$ cat src/rtl/mc14500_pkg.sv
// Shared constants and types for the MC14500 serial I/O controller.
package mc14500_pkg;

  localparam int unsigned SIO_TX0  = 0;
  localparam int unsigned SIO_GO   = 8;
  localparam int unsigned SIO_OUT1 = 9;
  localparam int unsigned SIO_OUT2 = 10;
  localparam int unsigned SIO_CLR  = 11;

  localparam int unsigned RD_BUSY = 8;
  localparam int unsigned RD_RXV  = 9;
  localparam int unsigned RD_OVR  = 10;

  localparam int unsigned FRAME_BITS = 10;

  typedef enum logic [1:0] {
    ST_IDLE = 2'd0,
    ST_LOW  = 2'd1,
    ST_HIGH = 2'd2,
    ST_DONE = 2'd3
  } sio_state_t;

endpackage

$ cat src/rtl/mc14500_sio_shifter.sv
// Frame datapath: outgoing data/stop bits, incoming data bits and the bit counter.
module mc14500_sio_shifter
  import mc14500_pkg::*;
(
  input  logic       clk,
  input  logic       rst,
  input  logic       load,
  input  logic       step,
  input  logic       sample,
  input  logic [7:0] txhold,
  input  logic       sdi,
  output logic       tx_next,
  output logic [7:0] rx_data,
  output logic [3:0] bitcnt
);

  // The start bit goes straight to sdo at load, so only data and stop bits are kept.
  logic [8:0] tx_shift;

  assign tx_next = tx_shift[0];

  always_ff @(posedge clk or posedge rst) begin
    if (rst) begin
      tx_shift <= '1;
      rx_data  <= '0;
      bitcnt   <= '0;
    end else begin
      if (load) begin
        tx_shift <= {1'b1, txhold};
        bitcnt   <= '0;
      end else if (step) begin
        tx_shift <= {1'b1, tx_shift[8:1]};
        bitcnt   <= bitcnt + 4'd1;
      end
      if (sample) begin
        rx_data <= {sdi, rx_data[7:1]};
      end
    end
  end

endmodule

$ cat src/rtl/mc14500_sio_ctrl.sv
// Serial link controller: maps 1-bit core I/O accesses onto tx/rx bytes and
// clocks out 10-bit frames (start, 8 data LSB first, stop).
//
// state | meaning
// IDLE  | no frame, sdo at mark, waiting for a trigger write
// LOW   | sclk low half of the current bit
// HIGH  | sclk high half of the current bit (sdi sampled on entry)
// DONE  | one cycle to hand the received byte to rxbuf
module mc14500_sio_ctrl
  import mc14500_pkg::*;
#(
  parameter int CLK_DIV = 4,
  parameter int ADDR_W  = 4
) (
  input  logic              clk,
  input  logic              rst,
  input  logic              io_we,
  input  logic [ADDR_W-1:0] io_addr,
  input  logic              io_wdata,
  output logic              io_rdata,
  output logic              sclk,
  output logic              sdo,
  input  logic              sdi,
  output logic              out_1,
  output logic              out_2,
  output logic              busy
);

  localparam logic [7:0] DIV_MAX  = 8'(CLK_DIV - 1);
  localparam logic [3:0] LAST_BIT = 4'(FRAME_BITS - 1);

  sio_state_t state;
  logic [7:0] divcnt;
  logic [7:0] txhold;
  logic [7:0] rxbuf;
  logic       rx_valid;
  logic       ovr;

  logic [7:0] rx_data;
  logic [3:0] bitcnt;
  logic       tx_next;

  logic div_tc;
  logic wr_tx, wr_go, wr_out1, wr_out2, wr_clr;
  logic start, step, sample;

  assign busy    = (state != ST_IDLE);
  assign div_tc  = (divcnt == 8'd0);

  assign wr_tx   = io_we && (io_addr < ADDR_W'(SIO_GO));
  assign wr_go   = io_we && io_wdata && (io_addr == ADDR_W'(SIO_GO));
  assign wr_out1 = io_we && (io_addr == ADDR_W'(SIO_OUT1));
  assign wr_out2 = io_we && (io_addr == ADDR_W'(SIO_OUT2));
  assign wr_clr  = io_we && io_wdata && (io_addr == ADDR_W'(SIO_CLR));

  assign start  = wr_go && (state == ST_IDLE);
  assign step   = (state == ST_HIGH) && div_tc && (bitcnt != LAST_BIT);
  assign sample = (state == ST_LOW) && div_tc && (bitcnt != 4'd0) && (bitcnt != LAST_BIT);

  mc14500_sio_shifter u_shifter (
    .clk     (clk),
    .rst     (rst),
    .load    (start),
    .step    (step),
    .sample  (sample),
    .txhold  (txhold),
    .sdi     (sdi),
    .tx_next (tx_next),
    .rx_data (rx_data),
    .bitcnt  (bitcnt)
  );

  // Divider is a down-counter reloaded at every half-bit boundary.
  always_ff @(posedge clk or posedge rst) begin
    if (rst) begin
      state  <= ST_IDLE;
      divcnt <= '0;
      sclk   <= 1'b0;
      sdo    <= 1'b1;
    end else begin
      case (state)
        ST_IDLE: begin
          if (start) begin
            state  <= ST_LOW;
            divcnt <= DIV_MAX;
            sclk   <= 1'b0;
            sdo    <= 1'b0;
          end
        end
        ST_LOW: begin
          if (div_tc) begin
            state  <= ST_HIGH;
            divcnt <= DIV_MAX;
            sclk   <= 1'b1;
          end else begin
            divcnt <= divcnt - 8'd1;
          end
        end
        ST_HIGH: begin
          if (div_tc) begin
            divcnt <= DIV_MAX;
            sclk   <= 1'b0;
            if (bitcnt == LAST_BIT) begin
              state <= ST_DONE;
            end else begin
              state <= ST_LOW;
              sdo   <= tx_next;
            end
          end else begin
            divcnt <= divcnt - 8'd1;
          end
        end
        default: begin
          state <= ST_IDLE;
          sdo   <= 1'b1;
        end
      endcase
    end
  end

  // Later assignments win: frame completion and overrun flags override a clear.
  always_ff @(posedge clk or posedge rst) begin
    if (rst) begin
      txhold   <= '0;
      rxbuf    <= '0;
      rx_valid <= 1'b0;
      ovr      <= 1'b0;
      out_1    <= 1'b0;
      out_2    <= 1'b0;
    end else begin
      if (wr_tx) begin
        txhold[io_addr[2:0]] <= io_wdata;
      end
      if (wr_out1) begin
        out_1 <= io_wdata;
      end
      if (wr_out2) begin
        out_2 <= io_wdata;
      end
      if (wr_clr) begin
        ovr      <= 1'b0;
        rx_valid <= 1'b0;
      end
      if (wr_go && busy) begin
        ovr <= 1'b1;
      end
      if (state == ST_DONE) begin
        rxbuf    <= rx_data;
        rx_valid <= 1'b1;
        if (rx_valid) begin
          ovr <= 1'b1;
        end
      end
    end
  end

  always_comb begin
    io_rdata = 1'b0;
    if (io_addr < ADDR_W'(SIO_GO)) begin
      io_rdata = rxbuf[io_addr[2:0]];
    end else if (io_addr == ADDR_W'(RD_BUSY)) begin
      io_rdata = busy;
    end else if (io_addr == ADDR_W'(RD_RXV)) begin
      io_rdata = rx_valid;
    end else if (io_addr == ADDR_W'(RD_OVR)) begin
      io_rdata = ovr;
    end
  end

endmodule

$ cat config.mk
export PLATFORM = sky130hd
export DESIGN_NAME = mc14500_sio_ctrl
export DESIGN_NICKNAME = d
export VERILOG_FILES = /design/src/rtl/mc14500_pkg.sv /design/src/rtl/mc14500_sio_shifter.sv /design/src/rtl/mc14500_sio_ctrl.sv
export SDC_FILE = /design/constraint.sdc
export NUM_CORES = 1
export LEC_CHECK = 0
export CAP_MARGIN = 20
export CELL_PAD_IN_SITES_DETAIL_PLACEMENT = 2
export CELL_PAD_IN_SITES_GLOBAL_PLACEMENT = 2
export CORE_MARGIN = 4
export CORE_UTILIZATION = 43
export CTS_CLUSTER_SIZE = 40
export DETAILED_ROUTE_END_ITERATION = 8
export GPL_TIMING_DRIVEN = 0
export HOLD_SLACK_MARGIN = 0.12
export PLACE_DENSITY = 0.88
export SYNTH_ARGS = -nofsm -noshare
export SYNTH_HDL_FRONTEND = slang
export SYNTH_HIERARCHICAL = 1
export SYNTH_SLANG_ARGS = --single-unit
$ cat constraint.sdc
create_clock -name clk -period 5.71 [get_ports clk]
set_input_delay 1.713 -clock clk [delete_from_list [all_inputs] [get_ports clk]]
set_output_delay 1.713 -clock clk [all_outputs]
set_load 0.02 [all_outputs]
======== Word level (Yosys, flattened, before mapping) ========
Index checks and enable logic that the tools add are counted.
word-level totals
  word-level logic and storage cells ...... 93
  flip-flop bits (word level) ............. 53
  output and inout port bits .............. 6
operators by class
  magnitude comparators ................... 3
  muxes and demuxes ....................... 34
  reduce and logical (&&, ||, !) cells .... 27
  bitwise logic cells ..................... 1
  add/subtract/negate cells ............... 2
  equality and inequality tests ........... 13
operator list
  cell                   number
  $eq A4 B4 Y1 const B   5
  $mux W9                2
  $mux W1                17
  $mux W8                2
  $pmux W8 S2            1
  $logic_and A1 B1 Y1    14
  $bwmux W8              1
  $logic_not A8 Y1       1
  $mux W2                4
  $mux W4                2
  $ne A2 B2 Y1 const B   4
  $reduce_and A4 Y1      2
  $reduce_bool A2 Y1     4
  $sub A8 B1 Y8 const B  1
  $pmux W1 S3            2
  $pmux W2 S3            1
  $add A4 B1 Y4 const B  1
  $eq A2 B2 Y1 const B   2
  $lt A3 B4 Y1 const B   1
  $lt A4 B4 Y1 const B   1
  $ne A4 B4 Y1 const B   1
  $reduce_bool A4 Y1     1
  $bmux W1 S3            1
  $demux W1 S3           1
  8 further kinds        8

======== Logic depth before layout (Yosys ltp) ========
Gate-level depths: netlist of run 1.
  depth in word-level cells ............... 6
  mapped depth ............................ 8
  mapped depth without buffers ............ 7

======== Cells and area by module ========
Netlist of run 1, hierarchy kept.
modules (own cells, without submodules)
  module               area each (sq um)  cells each  instances
  mc14500_sio_ctrl     1770.4             162         1
  mc14500_sio_shifter  865.8              69          1

======== Least setup slack after synthesis of run 1 ========
Ideal clock, no wire load.
  path type ............................... in2out
  start ................................... in io_addr[2]
  end ..................................... out io_rdata
  path slack .............................. 1314 ps
  arrival ................................. 2683 ps
  path buffers ............................ 1
  stages on the path ...................... 4
  cell sequence ........................... buf_2 mux4_2 mux2i_1 o2bb2ai_1
between the ends
  word-level cells in the longest chain between the ends .. 5
  elaborated cells on any way between the ends .. 10
RTL lines
  element       RTL line                 source
  from (decl)   mc14500_sio_ctrl.sv:18   input logic [ADDR_W-1:0] io_addr,
  $eq A4 B4 Y1  mc14500_sio_ctrl.sv:165  end else if (io_addr == ADDR_W'(RD_OVR)) begin
  $mux W1       mc14500_sio_ctrl.sv:165
  $mux W1       mc14500_sio_ctrl.sv:163  end else if (io_addr == ADDR_W'(RD_RXV)) begin
  $mux W1       mc14500_sio_ctrl.sv:161  end else if (io_addr == ADDR_W'(RD_BUSY)) begin
  $mux W1 (*)   mc14500_sio_ctrl.sv:159  if (io_addr < ADDR_W'(SIO_GO)) begin
  to (decl)     mc14500_sio_ctrl.sv:20   output logic io_rdata,
Mark *: on every way between the ends. The rest lies on a longest branch, timed or not. The select of a mux whose other input is x is not followed.

======== Worst setup path after layout of run 1 ========
Same ends and word-level chain as after synthesis.

==> impl_results.md, run 1 <==
- Seq/Total Area, Yosys: 49.8%
- Post-Syn Area: 2640 um^2
- Seq cells post-synth: 52
- Share of layout cells above drive strength 1: 24.5%
- Antenna cells: 0
- Post-DP HPWL: 4.58 mm
- Pin count of the biggest net entering global routing: 23
- TritonCTS buffer count: 5
- Root Buffer Master: clkbuf_8
- Worst-Margin Slew: 0.779 ns
- Grt total ovfl: 0
- Worst-path clk slew: 0.10 ns
- Postcts setup bufs: 0
- Drt initial violations: 33
- Fin. Hold Viols: 0
- RSZ-0062 raised after global routing: no
- DRC errors left: 0
- Post-layout min period: 5.56 ns
- Count leader, synth: dfrtp_1
- # setup viols final: 0
- Cell family with most CP delay: buffers and inverters
- CTS tree: yes
- Type of the most critical hold path: register to register
- Final Cycle Share: 97.4%
- WP data required: 4.00 ns
- Initial antenna violation count: 0
- Remaining antenna violation count: 0
- Post-Route WL: 6.37 mm
- Number of global-route vias before repair: 2062
- Post-synth top area share: 40.8%
- WP data arrival: 3.85 ns
- Synth top cells by count: dfrtp_1 (43), mux2_2 (26), nand2_1 (20), nor2_1 (18), o21ai_0 (10)
- Synth Warn #: 6
- Final #Nets: 269
- Syn Area/Cell: 11.4 um^2
- Fin Hold WS: 0.497 ns
- Core area: 5920 um^2
- Num Clock Sinks: 52
- Buffers on Ports: 13
- Latest clock arrival within the worst-skew pair: 0.31 ns
- Clock Skews: 0.0113 ns
- CP most frequent cell: clkdlybuf4s50_1
- Die H: 86.3 um
- Setup tns final: 0 ns
- Post-cts resize count: 0
- Achievable frequency: 180 MHz
- CP Launch Type: primary input
- Worst path cell trace: clkdlybuf4s50_1 > buf_2 > mux4_2 > mux2i_1 > o2bb2ai_1 > clkdlybuf4s50_1
- Static Leak: 1.31 nW
- Mapped Nets: 248
- Critical path buffers and inverters: 3
- Via count: 1849
- P per Cell Area: 463 nW/um^2
- # H-tree levels: 2
- CP Max Fanout: 10
- Status: complete, no violations
- Post-synth EDFFs: 0
- Maximum clock path buffer count: 2
- Slew HR: 48.0%
- CP max stage delay: 0.55 ns
- Syn Inst Count: 231
- Die span in x: 86.3 um
- Die area: 7450 um^2
- Cts hold-fix bufs: 0
- Number of vias per cell: 5.64
- IO Count: 15
- WL/cell: 19.4 um
- Synth async-reset ratio: 100%
- Synth area leaders: dfrtp_1 (41%), mux2_2 (11%), dfstp_2 (9.0%)
- Area Overhead vs Synth: 13.0%
- Placer Congestion: 0.766
- Slowest-stage cell, CP: clkdlybuf4s50_1
- Top_reg_cell synth: dfrtp_1
- Cell taking the most area after synthesis: dfrtp_1
- Max-Cap Viols: 0
- # rows: 28
- Final Max Slew Viols: 0
- Starting Density: 44.5%
- First-pass GRT wire length: 11.0 mm
- Pre-antenna DRT Iters: 4
- GRT Util Overall: 18.9%
- Peak supply drop: 0.175 mV
- Post-synth cell types: 47
- Crit Path Class: primary input to output port
- Critical Path End Type: output port
## worst paths after layout
kind                             from               endpoint  slack (ns)  depth (start not counted)
max                        io_addr[2]               io_rdata        0.15                          6
min in group asynchronous         rst              txhold[6]        1.75                          2
min                         txhold[6]  u_shifter/tx_shift[6]        0.50                          2
max reg2reg                 divcnt[0]   u_shifter/rx_data[2]        3.38                          7
min reg2reg                 txhold[6]  u_shifter/tx_shift[6]        0.50                          2
max in group asynchronous         rst   u_shifter/rx_data[7]        3.35                          2
## routing by layer
| metal | GRT usage (%) | up-vias | wire [um] |
|---|---|---|---|
| met3 | 3.14 | 6 | 105 |
| met1 | 23.9 | 964 | 2780 |
| met5 | 0 | - | 0 |
| li1 | - | 865 | - |
| met2 | 33.8 | 14 | 3410 |
| met4 | 4.67 | 0 | 74 |
## stage by stage
| step | total power, W | utilization, % | setup WS, ns | instance area (um^2) | cells |
|---|---|---|---|---|---|
| floorplan | 0.000989 | - | 1.31 | 2640 | 231 |
| global placement | 0.00112 | 48.3 | 0.215 | 2860 | 319 |
| detailed placement | 0.00116 | 48.8 | 0.145 | 2890 | 320 |
| CTS | 0.00140 | 50.3 | 0.118 | 2980 | 328 |
| global route | 0.00149 | 50.3 | 0.0188 | 2980 | 328 |
| finish | 0.00138 | 50.3 | 0.146 | 2980 | 328 |
## worst register-to-register path, delay by kind of cell (launching register included)
family                   cells  cell delay, ns
AND/OR/NAND/NOR              3            0.91
multiplexers                 1            0.37
buffers and inverters        2            0.36
flip-flops                   1            0.40
adder cells (fa/ha/maj)      1            0.20
## state kept, by name (all words and copies together), names as in the netlist, 2 cells and up
name                count
divcnt                  8
rxbuf                   8
state                   2
txhold                  8
u_shifter/bitcnt        4
u_shifter/rx_data       8
u_shifter/tx_shift      8
## layout by cell type (no fill, tap or decap), drive strengths merged, types with 2 or more instances in the layout
cell / synthesis / routed
a21o: 3 / 3
a21oi: 5 / 5
a22o: 4 / 4
a31oi: 2 / 2
and3: 4 / 4
buf: 7 / 8
clkbuf: 3 / 8
clkdlybuf4s50: 0 / 13
dfrtp: 43 / 43
dfstp: 9 / 9
ha: 8 / 8
inv: 8 / 9
mux2: 28 / 28
mux2i: 9 / 9
mux4: 2 / 2
nand2: 20 / 20
nand3: 4 / 4
nand3b: 5 / 5
nor2: 18 / 18
nor2b: 4 / 4
nor3: 5 / 5
nor3b: 2 / 2
o21ai: 17 / 17
o2bb2ai: 3 / 3
xnor2: 2 / 2
## area by class of cell
type                    instances  area, um^2
plain buffers                  10        51.3
clock buffers                   5        68.8
clock inverters                 3        21.3
fillers                       607        2940
inverters                       8        30.0
multi-input cells             161        1240
flip-flops and latches         52        1310
well taps                      75        93.8
repair buffers                 14         158
## cell families (layout without fill, tap and decap cells)
logic type                 count (synthesis)  in the layout  synth area share (%)
adders and majority gates                  8              8                  3.80
DFF                                       52             52                  49.8
buffers and inverters                     18             40                  3.08
AOI/OAI and AO/OA                         42             42                  11.5
and+or+nand+nor                           70             70                  13.8
muxes                                     39             39                  17.4
xor gates and xnor gates                   2              2                 0.665
## power breakdown
group	switching, W	leakage [nW]	internal (W)
clock network	0.000130	0.0445	0.0000873
registers	0.0000998	0.644	0.000506
logic	0.000308	0.618	0.000246
total	0.000538	1.31	0.000840
Power figures use the tool's default switching activity.
==> inputs of run 2 (changes only) <==
--- a/config.mk
+++ b/config.mk
@@ -9,12 +9,13 @@
 export CELL_PAD_IN_SITES_DETAIL_PLACEMENT = 2
 export CELL_PAD_IN_SITES_GLOBAL_PLACEMENT = 2
 export CORE_MARGIN = 4
-export CORE_UTILIZATION = 43
+export CORE_UTILIZATION = 40
 export CTS_CLUSTER_SIZE = 40
 export DETAILED_ROUTE_END_ITERATION = 8
+export DONT_BUFFER_PORTS = 1
 export GPL_TIMING_DRIVEN = 0
 export HOLD_SLACK_MARGIN = 0.12
-export PLACE_DENSITY = 0.88
+export PLACE_DENSITY = 0.78
 export SYNTH_ARGS = -nofsm -noshare
 export SYNTH_HDL_FRONTEND = slang
 export SYNTH_HIERARCHICAL = 1
==> run 2 against run 1 <==
Net effect: flip-flop and latch count unchanged; register-to-register slack improved by 0.03 ns; critical path depth down 2; total power decreased by 3.2%; wire length fell by 9.0%; final area fell by 4.2%; via count is 4.3% lower; clock power barely moved; combinational power shrank 11%; clock skew fell by 0.0058 ns; cell count shrank 3.4%; critical path type unchanged.
==> impl_results.md, run 2 (synthesized netlist as in run 1, its figures left out) <==
- Status: complete, no violations
- Drt initial violations: 34
- R2r setup slk: 3.41 ns
- Die span in x: 89.2 um
- Post-DP HPWL: 4.40 mm
- Critical Path End Type: output port
- Crit. path cell count: 4
- Clock Skews: 0.00546 ns
- Fill cells: 680
- Initial antenna violation count: 0
- Remaining antenna violation count: 0
- Worst Reg2Reg Path Length in Cells: 7
- GRT Util Overall: 16.9%
- # H-tree levels: 2
- Post-layout min period: 4.50 ns
- # setup viols final: 0
- Post-cts resize count: 0
- Buffers on Ports: 0
- First-pass GRT wire length: 10.3 mm
- WL/cell: 18.3 um
- Cts hold-fix bufs: 0
- CP Launch Type: primary input
- Placer Congestion: 0.772
- Crit Path Class: primary input to output port
- Share of layout cells above drive strength 1: 25.8%
- Pre-antenna DRT Iters: 4
- Latest clock arrival within the worst-skew pair: 0.31 ns
- Critical path buffers and inverters: 1
- Worst-Margin Slew: 0.810 ns
- Cell family with most CP delay: multiplexers
- Achievable frequency: 222 MHz
- Hold Path End: u_shifter/tx_shift[4]
- Slowest-stage cell, CP: mux4_2
- Reg-to-Reg End: u_shifter/rx_data[3]
- WP data required: 4.00 ns
- Grt total ovfl: 0
- Number of global-route vias before repair: 1994
- Type of the most critical hold path: register to register
- Final core occ: 44.7%
- Commonest cells after routing, fill and taps aside: dfrtp_1 (43), mux2_2 (26), nand2_1 (20), nor2_1 (18), o21ai_0 (10)
- Hold path start: txhold[4]
- WP data arrival: 2.79 ns
- Hold path cells: 2
- Final #Nets: 256
- Critical path startpoint: io_addr[2]
- Origin of the critical flop-to-flop path: divcnt[0]
- Max-Cap Viols: 0
- RSZ-0062 raised after global routing: no
- Final Max Slew Viols: 0
- Number of vias per cell: 5.58
- Via count: 1770
- Antenna cells: 0
- CP Max Fanout: 10
- Worst path cell trace: buf_2 > mux4_2 > mux2i_1 > o2bb2ai_1
- Num Clock Sinks: 52
- TritonCTS buffer count: 5
- Maximum clock path buffer count: 2
- Static Leak: 1.26 nW
- IO Count: 15
- Setup tns final: 0 ns
- Postcts setup bufs: 0
- P per Cell Area: 467 nW/um^2
- Peak supply drop: 0.191 mV
- Worst-path clk slew: 0.10 ns
- Commonest non-fill, non-tap cell in the layout: dfrtp_1
- # rows: 29
- Fin. Hold Viols: 0
- Area Overhead vs Synth: 8.16%
- CP max stage delay: 0.52 ns
- Pin count of the biggest net entering global routing: 21
- Root Buffer Master: clkbuf_8
- DRC errors left: 0
- Starting Density: 41.3%
- Final Cycle Share: 78.8%
- Core area: 6390 um^2
- Die H: 89.2 um
- CTS tree: yes
- Die area: 7950 um^2
- Post-Route WL: 5.80 mm
- Slew HR: 46.0%
==> run 2: changes by cell type in the layout (fill, tap and decap cells not counted), sizes merged <==
cell and delta:
clkdlybuf4s50 -13, clkinv +1, clkinvlp -1
==> run 2: worst reg2reg max path, cell delays in order (launching register included) <==
cell and delay [ns]:
dfrtp_1 0.41, inv_1 0.14, ha_1 0.18, or4b_4 0.52
nor2_1 0.16, and3_1 0.20, buf_2 0.23, mux2_2 0.36
==> run 2: worst max path at each step <==
stage | to | slack, ns
6_report | io_rdata | 1.21
5_1_grt | io_rdata | 1.16
4_1_cts | io_rdata | 1.20
3_5_place_dp | io_rdata | 1.21
3_3_place_gp | io_rdata | 1.21
2_1_floorplan | io_rdata | 1.31
==> run 2: through the flow <==
stage               instances  instance area (um^2)  power, W  hold WS [ns]  setup slack [ns]
floorplan                 231                  2640  0.000989         0.451              1.31
global placement          308                  2730   0.00110         0.477              1.21
detailed placement        309                  2760   0.00113         0.491              1.21
CTS                       317                  2850   0.00136         0.507              1.20
global route              317                  2850   0.00145         0.538              1.16
finish                    317                  2850   0.00133         0.502              1.21
==> run 2: cell type report <==
cell class / count / area [um^2] / share of cell area, %
flip-flops and latches: 52 / 1310 / 46.0
multi-input cells: 161 / 1240 / 43.6
well taps: 77 / 96.3 / 3.38
clock buffers: 5 / 68.8 / 2.41
plain buffers: 10 / 51.3 / 1.80
inverters: 8 / 30.0 / 1.05
repair buffers: 1 / 27.5 / 0.965
clock inverters: 3 / 22.5 / 0.790
==> run 2: per-layer routing <==
| layer | GRT usage (%) | routed length (um) |
|---|---|---|
| met1 | 20.9 | 2630 |
| met2 | 29.6 | 2980 |
| met3 | 3.41 | 122 |
| met4 | 4.87 | 68 |
| met5 | 0 | 0 |
==> run 2: power by group <==
part / internal, W / switching, W / total (W)
Combinational: 0.000217 / 0.000275 / 0.000492
Clock: 0.0000882 / 0.000133 / 0.000221
Sequential: 0.000506 / 0.000113 / 0.000620
==> inputs of run 3 (changes only) <==
==> constraint.sdc (replaced) <==
create_clock -name clk -period 4.5 [get_ports clk]
set_input_delay 1.35 -clock clk [delete_from_list [all_inputs] [get_ports clk]]
set_output_delay 1.35 -clock clk [all_outputs]
set_load 0.02 [all_outputs]
==> results of run 3 <==
Same layout as run 2 (identical final DEF). Status: complete, no violations.
Among the figures that moved: setup slack after placement 1.21 ns -> 0.725 ns; setup slack after layout 1.21 ns -> 0.725 ns; register-to-register setup slack 3.41 ns -> 2.20 ns; total power 0.00133 W -> 0.00169 W; worst IR drop on VDD 0.191 mV -> 0.242 mV
